File: src/rtl/program_loader_pkg.sv
// Shared definitions for the instruction-memory program loader.
// The default BASE must track the CPU reset PC.
package program_loader_pkg;

  typedef enum logic [2:0] {
    ST_LEN_HI = 3'd0,
    ST_LEN_LO = 3'd1,
    ST_DAT_HI = 3'd2,
    ST_DAT_LO = 3'd3,
    ST_FLUSH  = 3'd4,
    ST_DONE   = 3'd5,
    ST_ERR    = 3'd6
  } state_t;

  localparam int unsigned DEFAULT_N    = 16;
  localparam int unsigned DEFAULT_M    = 1024;
  localparam int unsigned DEFAULT_BASE = 1;

endpackage

File: src/rtl/program_loader_if.sv
// Byte-stream input and instruction-memory write port of the loader.
// The loader is the master of the memory write side.
interface program_loader_if
  import program_loader_pkg::*;
  #(parameter int N = DEFAULT_N);

  logic         in_valid;
  logic         in_ready;
  logic [7:0]   in_data;
  logic [N-1:0] mem_addr;
  logic [N-1:0] mem_wdata;
  logic         mem_we;

  modport master (
    input  in_valid, in_data,
    output in_ready, mem_addr, mem_wdata, mem_we
  );

  modport slave (
    output in_valid, in_data,
    input  in_ready, mem_addr, mem_wdata, mem_we
  );

endinterface

File: src/rtl/program_loader_word_assembler.sv
// Byte-pair register: holds the high byte, then presents {hi,lo} with
// a registered one-cycle write strobe.
module word_assembler #(
  parameter int N = 16
) (
  input  logic         clk,
  input  logic         rst_n,
  input  logic         hi_load,
  input  logic         wr_load,
  input  logic [7:0]   byte_in,
  input  logic [N-1:0] addr_in,
  output logic [N-1:0] mem_addr,
  output logic [N-1:0] mem_wdata,
  output logic         mem_we
);

  logic [7:0]   hi_q, hi_d;
  logic [N-1:0] addr_q, addr_d;
  logic [N-1:0] wdata_q, wdata_d;
  logic         we_q, we_d;

  always_comb begin
    hi_d    = hi_q;
    addr_d  = addr_q;
    wdata_d = wdata_q;
    we_d    = 1'b0;
    if (hi_load) begin
      hi_d = byte_in;
    end
    if (wr_load) begin
      addr_d  = addr_in;
      wdata_d = N'({hi_q, byte_in});
      we_d    = 1'b1;
    end
  end

  // The async clear of we_q is what guarantees no partial word on reset.
  always_ff @(posedge clk or negedge rst_n) begin
    if (!rst_n) begin
      hi_q    <= '0;
      addr_q  <= '0;
      wdata_q <= '0;
      we_q    <= 1'b0;
    end else begin
      hi_q    <= hi_d;
      addr_q  <= addr_d;
      wdata_q <= wdata_d;
      we_q    <= we_d;
    end
  end

  assign mem_addr  = addr_q;
  assign mem_wdata = wdata_q;
  assign mem_we    = we_q;

endmodule

File: src/rtl/program_loader.sv
// Loads a length-prefixed big-endian word stream into instruction memory
// starting at BASE, then raises done (or err for an oversize length).
module program_loader
  import program_loader_pkg::*;
  #(
  parameter int N    = DEFAULT_N,
  parameter int M    = DEFAULT_M,
  parameter int BASE = DEFAULT_BASE
) (
  input  logic                 clk,
  input  logic                 rst_n,
  input  logic                 restart,
  program_loader_if.master     bus,
  output logic                 done,
  output logic                 err
);

  localparam logic [15:0] MAX_LEN = 16'(M - BASE);

  state_t       state_q, state_d;
  logic [15:0]  len_q, len_d;
  logic [N-1:0] index_q, index_d;
  logic         done_q, done_d;
  logic         err_q, err_d;
  logic         in_ready;
  logic         accept;
  logic         hi_load;
  logic         wr_load;
  logic [15:0]  len_full;
  logic [N-1:0] wr_addr;

  assign in_ready = (state_q == ST_LEN_HI) || (state_q == ST_LEN_LO) ||
                    (state_q == ST_DAT_HI) || (state_q == ST_DAT_LO);
  assign accept   = bus.in_valid && in_ready;
  assign len_full = {len_q[15:8], bus.in_data};
  assign wr_addr  = N'(BASE) + index_q;

  always_comb begin
    state_d = state_q;
    len_d   = len_q;
    index_d = index_q;
    hi_load = 1'b0;
    wr_load = 1'b0;
    case (state_q)
      ST_LEN_HI: if (accept) begin
        len_d   = {bus.in_data, 8'h00};
        state_d = ST_LEN_LO;
      end
      ST_LEN_LO: if (accept) begin
        len_d = len_full;
        if (len_full == 16'd0) begin
          state_d = ST_DONE;
        end else if (len_full > MAX_LEN) begin
          state_d = ST_ERR;
        end else begin
          index_d = '0;
          state_d = ST_DAT_HI;
        end
      end
      ST_DAT_HI: if (accept) begin
        hi_load = 1'b1;
        state_d = ST_DAT_LO;
      end
      ST_DAT_LO: if (accept) begin
        wr_load = 1'b1;
        index_d = index_q + 1'b1;
        // len_q is at least 1 here, so len_q-1 cannot wrap.
        if (index_q == N'(len_q - 16'd1)) begin
          state_d = ST_FLUSH;
        end else begin
          state_d = ST_DAT_HI;
        end
      end
      ST_FLUSH: state_d = ST_DONE;
      ST_DONE:  if (restart) state_d = ST_LEN_HI;
      ST_ERR:   if (restart) state_d = ST_LEN_HI;
      default:  state_d = ST_LEN_HI;
    endcase
    done_d = (state_d == ST_DONE);
    err_d  = (state_d == ST_ERR);
  end

  always_ff @(posedge clk or negedge rst_n) begin
    if (!rst_n) begin
      state_q <= ST_LEN_HI;
      len_q   <= '0;
      index_q <= '0;
      done_q  <= 1'b0;
      err_q   <= 1'b0;
    end else begin
      state_q <= state_d;
      len_q   <= len_d;
      index_q <= index_d;
      done_q  <= done_d;
      err_q   <= err_d;
    end
  end

  word_assembler #(.N(N)) u_word_assembler (
    .clk       (clk),
    .rst_n     (rst_n),
    .hi_load   (hi_load),
    .wr_load   (wr_load),
    .byte_in   (bus.in_data),
    .addr_in   (wr_addr),
    .mem_addr  (bus.mem_addr),
    .mem_wdata (bus.mem_wdata),
    .mem_we    (bus.mem_we)
  );

  assign bus.in_ready = in_ready;
  assign done         = done_q;
  assign err          = err_q;

endmodule

File: src/flat_wrapper.sv
// flat-port wrapper written by rule: the top's interface ports become plain ports
module program_loader_flat import program_loader_pkg::*;
#(
  parameter int N    = DEFAULT_N,
  parameter int M    = DEFAULT_M,
  parameter int BASE = DEFAULT_BASE
)
  (clk, rst_n, restart, done, err, bus_in_valid, bus_in_data, bus_in_ready, bus_mem_addr, bus_mem_wdata, bus_mem_we);
  program_loader_if #(.N(N)) bus_i ();
  input  logic clk;
  input  logic rst_n;
  input  logic restart;
  output logic done;
  output logic err;
  input wire logic [$bits(bus_i.in_valid)-1:0] bus_in_valid;
  input wire logic [$bits(bus_i.in_data)-1:0] bus_in_data;
  output wire logic [$bits(bus_i.in_ready)-1:0] bus_in_ready;
  output wire logic [$bits(bus_i.mem_addr)-1:0] bus_mem_addr;
  output wire logic [$bits(bus_i.mem_wdata)-1:0] bus_mem_wdata;
  output wire logic [$bits(bus_i.mem_we)-1:0] bus_mem_we;
  assign bus_i.in_valid = bus_in_valid;
  assign bus_i.in_data = bus_in_data;
  assign bus_in_ready = bus_i.in_ready;
  assign bus_mem_addr = bus_i.mem_addr;
  assign bus_mem_wdata = bus_i.mem_wdata;
  assign bus_mem_we = bus_i.mem_we;
  program_loader #(.N(N), .M(M), .BASE(BASE)) u_core (.clk(clk), .rst_n(rst_n), .restart(restart), .bus(bus_i), .done(done), .err(err));
endmodule
File: config.mk
export PLATFORM = sky130hd
export DESIGN_NAME = program_loader_flat
export DESIGN_NICKNAME = d
export VERILOG_FILES = /design/src/rtl/program_loader_pkg.sv /design/src/rtl/program_loader_if.sv /design/src/rtl/program_loader_word_assembler.sv /design/src/rtl/program_loader.sv /design/src/flat_wrapper.sv
export SDC_FILE = /design/constraint.sdc
export NUM_CORES = 1
export LEC_CHECK = 0
export BUFFER_PORTS_ARGS = -buffer_cell sky130_fd_sc_hd__buf_2
export CORE_ASPECT_RATIO = 1.25
export CORE_MARGIN = 8
export CORE_UTILIZATION = 45
export DETAILED_ROUTE_END_ITERATION = 7
export SKIP_CTS_REPAIR_TIMING = 1
export SYNTH_ARGS = -nofsm -noshare
export SYNTH_HDL_FRONTEND = slang
export SYNTH_SLANG_ARGS = --single-unit
export TNS_END_PERCENT = 50
File: constraint.sdc
create_clock -name clk -period 5.9 [get_ports clk]
set_input_delay 0.59 -clock clk [delete_from_list [all_inputs] [get_ports clk]]
set_output_delay 0.59 -clock clk [all_outputs]
set_load 0.005 [all_outputs]
==> run_results.csv <==
group,metric,value,unit
synthesis,synth_commonest_cells,"nand2_1, dfrtp_1, o21ai_0, nor2_1, clkbuf_1",
setup_path,critPathMaxStageDelay,0.59,ns
clocking,cts.sinks,78,
floorplan,die_h,120.2,um
setup_path,startpoint_type,"flop",
setup_path,path_cells,"nand3_2 > buf_4 > clkinv_1 > buf_4 > and2_1 > o21ai_0 > o31ai_1",
setup_path,r2r-end,"u_core.index_q[3]$_DFFE_PN0P_",
job,drv_cap,0,
final_layout,area_delta_synth_final,12.27,%
detailed_routing,vias_per_cell,5.453,
global_route,grtUsageTotal,15.76,%
synthesis,yosysWarnings,0,
synthesis,synth_cell_types,51,
final_layout,post_route_cells_drive_above_1_share,18.92,%
timing,fin_tns_setup,0,ns
power_and_ir_drop,power_density,484.8,mW/mm2
detailed_routing,drtAntennaViolNets,0,
floorplan,io_pins,48,
detailed_routing,drc,0,
setup_path,worstSetupEndpointType,"flop",
placement,place.detailed.hpwl,6.358,mm
setup_path,slowest_stage,"dfrtp_1",
setup_path,worstPathRequired,6.13,ns
timing,maxSlewViolCount,0,
synthesis,ys_seq_area_share,49.97,%
clocking,clockRootBuffer,"clkbuf_8",
timing,worst_slew_pin_slew,0.9724,ns
timing,rsz0062_at_grt,"no",
final_layout,antenna_cells,0,
timing,setup_violations,0,
synthesis,synth_top_flop_cell,"dfrtp_1",
detailed_routing,drt-initial-drc-count,142,
timing,setup_ws,3.337,ns
clocking,path_clk_slew,0.08,ns
clocking,numCtsBuffers,9,
synthesis,synth.cell_area,0.003906,mm2
synthesis,synth_top_area_share,49.97,%
placement,port_buffers,47,
status,outcome,"finished, final reports clean",
power_and_ir_drop,p_leak,0.002055,uW
clocking,cts_buffer_depth,2,
global_route,grt_overflow,0,
global_route,antenna_found_initial,0,
synthesis,synth.avg_cell_area,9.191,um2
clocking,h-tree-depth,3,
clocking,cts_tree,"yes",
floorplan,placementRows,38,
synthesis,syn_inst,425,
placement,place_congestion,0.8215,
setup_path,path_buf_inv,3,
setup_path,r2r_start,"u_core.state_q[0]$_DFF_PN0_",
synthesis,synth_top_cells_by_area,"dfrtp_1, nand2_1, o21ai_0",
clocking,clock_latency,0.36,ns
setup_path,r2r_slack,3.34,ns
synthesis,syn-num-nets,439,
placement,pre_cts_ws,3.109,ns
timing,period_minus_slack,2.563,ns
final_layout,final_nets,474,
synthesis,async_flop_share,100.0,%
timing,hold_viol,0,
setup_path,worst_path_most_repeated_cell,"buf_4",
synthesis,synth_area_leader_cell,"dfrtp_1",
setup_path,critPathTopFamily,"buffers and inverters",
floorplan,die_w,99.34,um
setup_path,crit_type,"flop to flop",
synthesis,synth_edf_count,0,
setup_path,path_max_fanout,65,
timing,max_freq,0.3902,GHz
setup_path,ff2ff_path_depth,7,
floorplan,core,0.008558,mm2
floorplan,die_area,0.01194,mm2
power_and_ir_drop,peakVddDrop,0.0002835,V
timing,slew_headroom,35.17,%
detailed_routing,totalWireLength,9.031,mm
global_route,grt_start_max_net_pins,79,
global_route,grt_pass1_wl,14.78,mm
synthesis,synth_most_common_cell,"nand2_1",
detailed_routing,wire_per_inst,15.98,um
timing,layout_worst_path_cycle_share,43.44,%
timing,finalClockSkew,0.01266,ns
synthesis,ys_ff_latch,78,
setup_path,cp.arrival,2.79,ns
detailed_routing,drt-pass1-iter-count,4,
detailed_routing,via_count,3081,
floorplan,initial_core_util,45.64,%
hold_path,hp-class,"input port to async pin",
global_route,grt_pass1_vias,3014,
final cells by class:
type / instances / area [um2]
inverters: 8 / 30.03
clock inverters: 6 / 70.07
fillers: 815 / 4173
multi-input cells: 314 / 1818
well taps: 100 / 125.1
clock buffers: 10 / 137.6
flip-flops and latches: 78 / 1952
repair buffers: 49 / 252.7
per-stage QoR:
stage	util, %	instances	instance area [um2]	power (uW)	hold WS, ns
floorplan	-	425	3906	1482	0.2944
global placement	48.82	549	4178	1698	0.4460
detailed placement	48.82	549	4178	1725	0.4505
CTS	51.24	565	4385	2146	0.4084
global route	51.24	565	4385	2293	0.4652
finish	51.24	565	4385	2126	0.3867
worst max path at each step:
stage / startpoint / end / cells after the start
detailed placement: bus_in_valid / u_core.index_q[4]$_DFFE_PN0P_ / 9
CTS: u_core.state_q[0]$_DFF_PN0_ / u_core.index_q[3]$_DFFE_PN0P_ / 7
floorplan: u_core.len_q[0]$_DFFE_PN0P_ / u_core.state_q[1]$_DFF_PN0_ / 8
global route: u_core.state_q[0]$_DFF_PN0_ / u_core.index_q[3]$_DFFE_PN0P_ / 7
global placement: bus_in_valid / u_core.index_q[3]$_DFFE_PN0P_ / 9
finish: u_core.state_q[0]$_DFF_PN0_ / u_core.index_q[3]$_DFFE_PN0P_ / 7
power by group:
group | internal [uW] | switching, uW
Sequential | 704 | 193
Clock | 210 | 207
Combinational | 369 | 443
logic make-up (layout without fill, tap and decap cells):
group	count (synthesis)	in the layout	synth area share, %
AND/OR/NAND/NOR	183	183	21.46
AO/OA/AOI/OAI	80	80	12.33
flip-flops	78	78	49.97
XOR/XNOR	33	33	7.399
buffers and inverters	33	73	3.619
multiplexers	15	15	4.324
adder cells (fa/ha/maj)	3	3	0.8968
flip-flops by register name, indices dropped and copies added, names as in the netlist:
register,flops
u_core.len_q,16
u_core.done,1
u_core.u_word_assembler.hi_q,8
u_core.u_word_assembler.mem_addr,16
u_core.index_q,16
u_core.u_word_assembler.mem_we,1
u_core.u_word_assembler.mem_wdata,16
u_core.err,1
u_core.state_q,3
layer usage:
layer  part of all wire (%)  up-vias  GRT usage [%]
li1                       -     1520              -
met1                     44     1467          18.70
met2                     48       75          25.16
met3                    4.7       19          3.940
met4                    3.3        0          9.677
met5                      0        -              0
cell usage in the layout, fill, tap and decap left out, types with 4 or more instances in the layout:
| cell | count |
|---|---|
| nand2_1 | 107 |
| dfrtp_1 | 78 |
| o21ai_0 | 50 |
| buf_2 | 46 |
| nor2_1 | 22 |
| xnor2_1 | 17 |
| xor2_1 | 16 |
| mux2_2 | 15 |
| nand3_1 | 10 |
| clkbuf_8 | 10 |
| nor3_1 | 8 |
| inv_1 | 7 |
| o31ai_1 | 6 |
| nor2b_1 | 6 |
| nand2b_1 | 4 |
| nor4_1 | 4 |
| and3_1 | 4 |
| a31oi_1 | 4 |
Power figures use the tool's default switching activity.
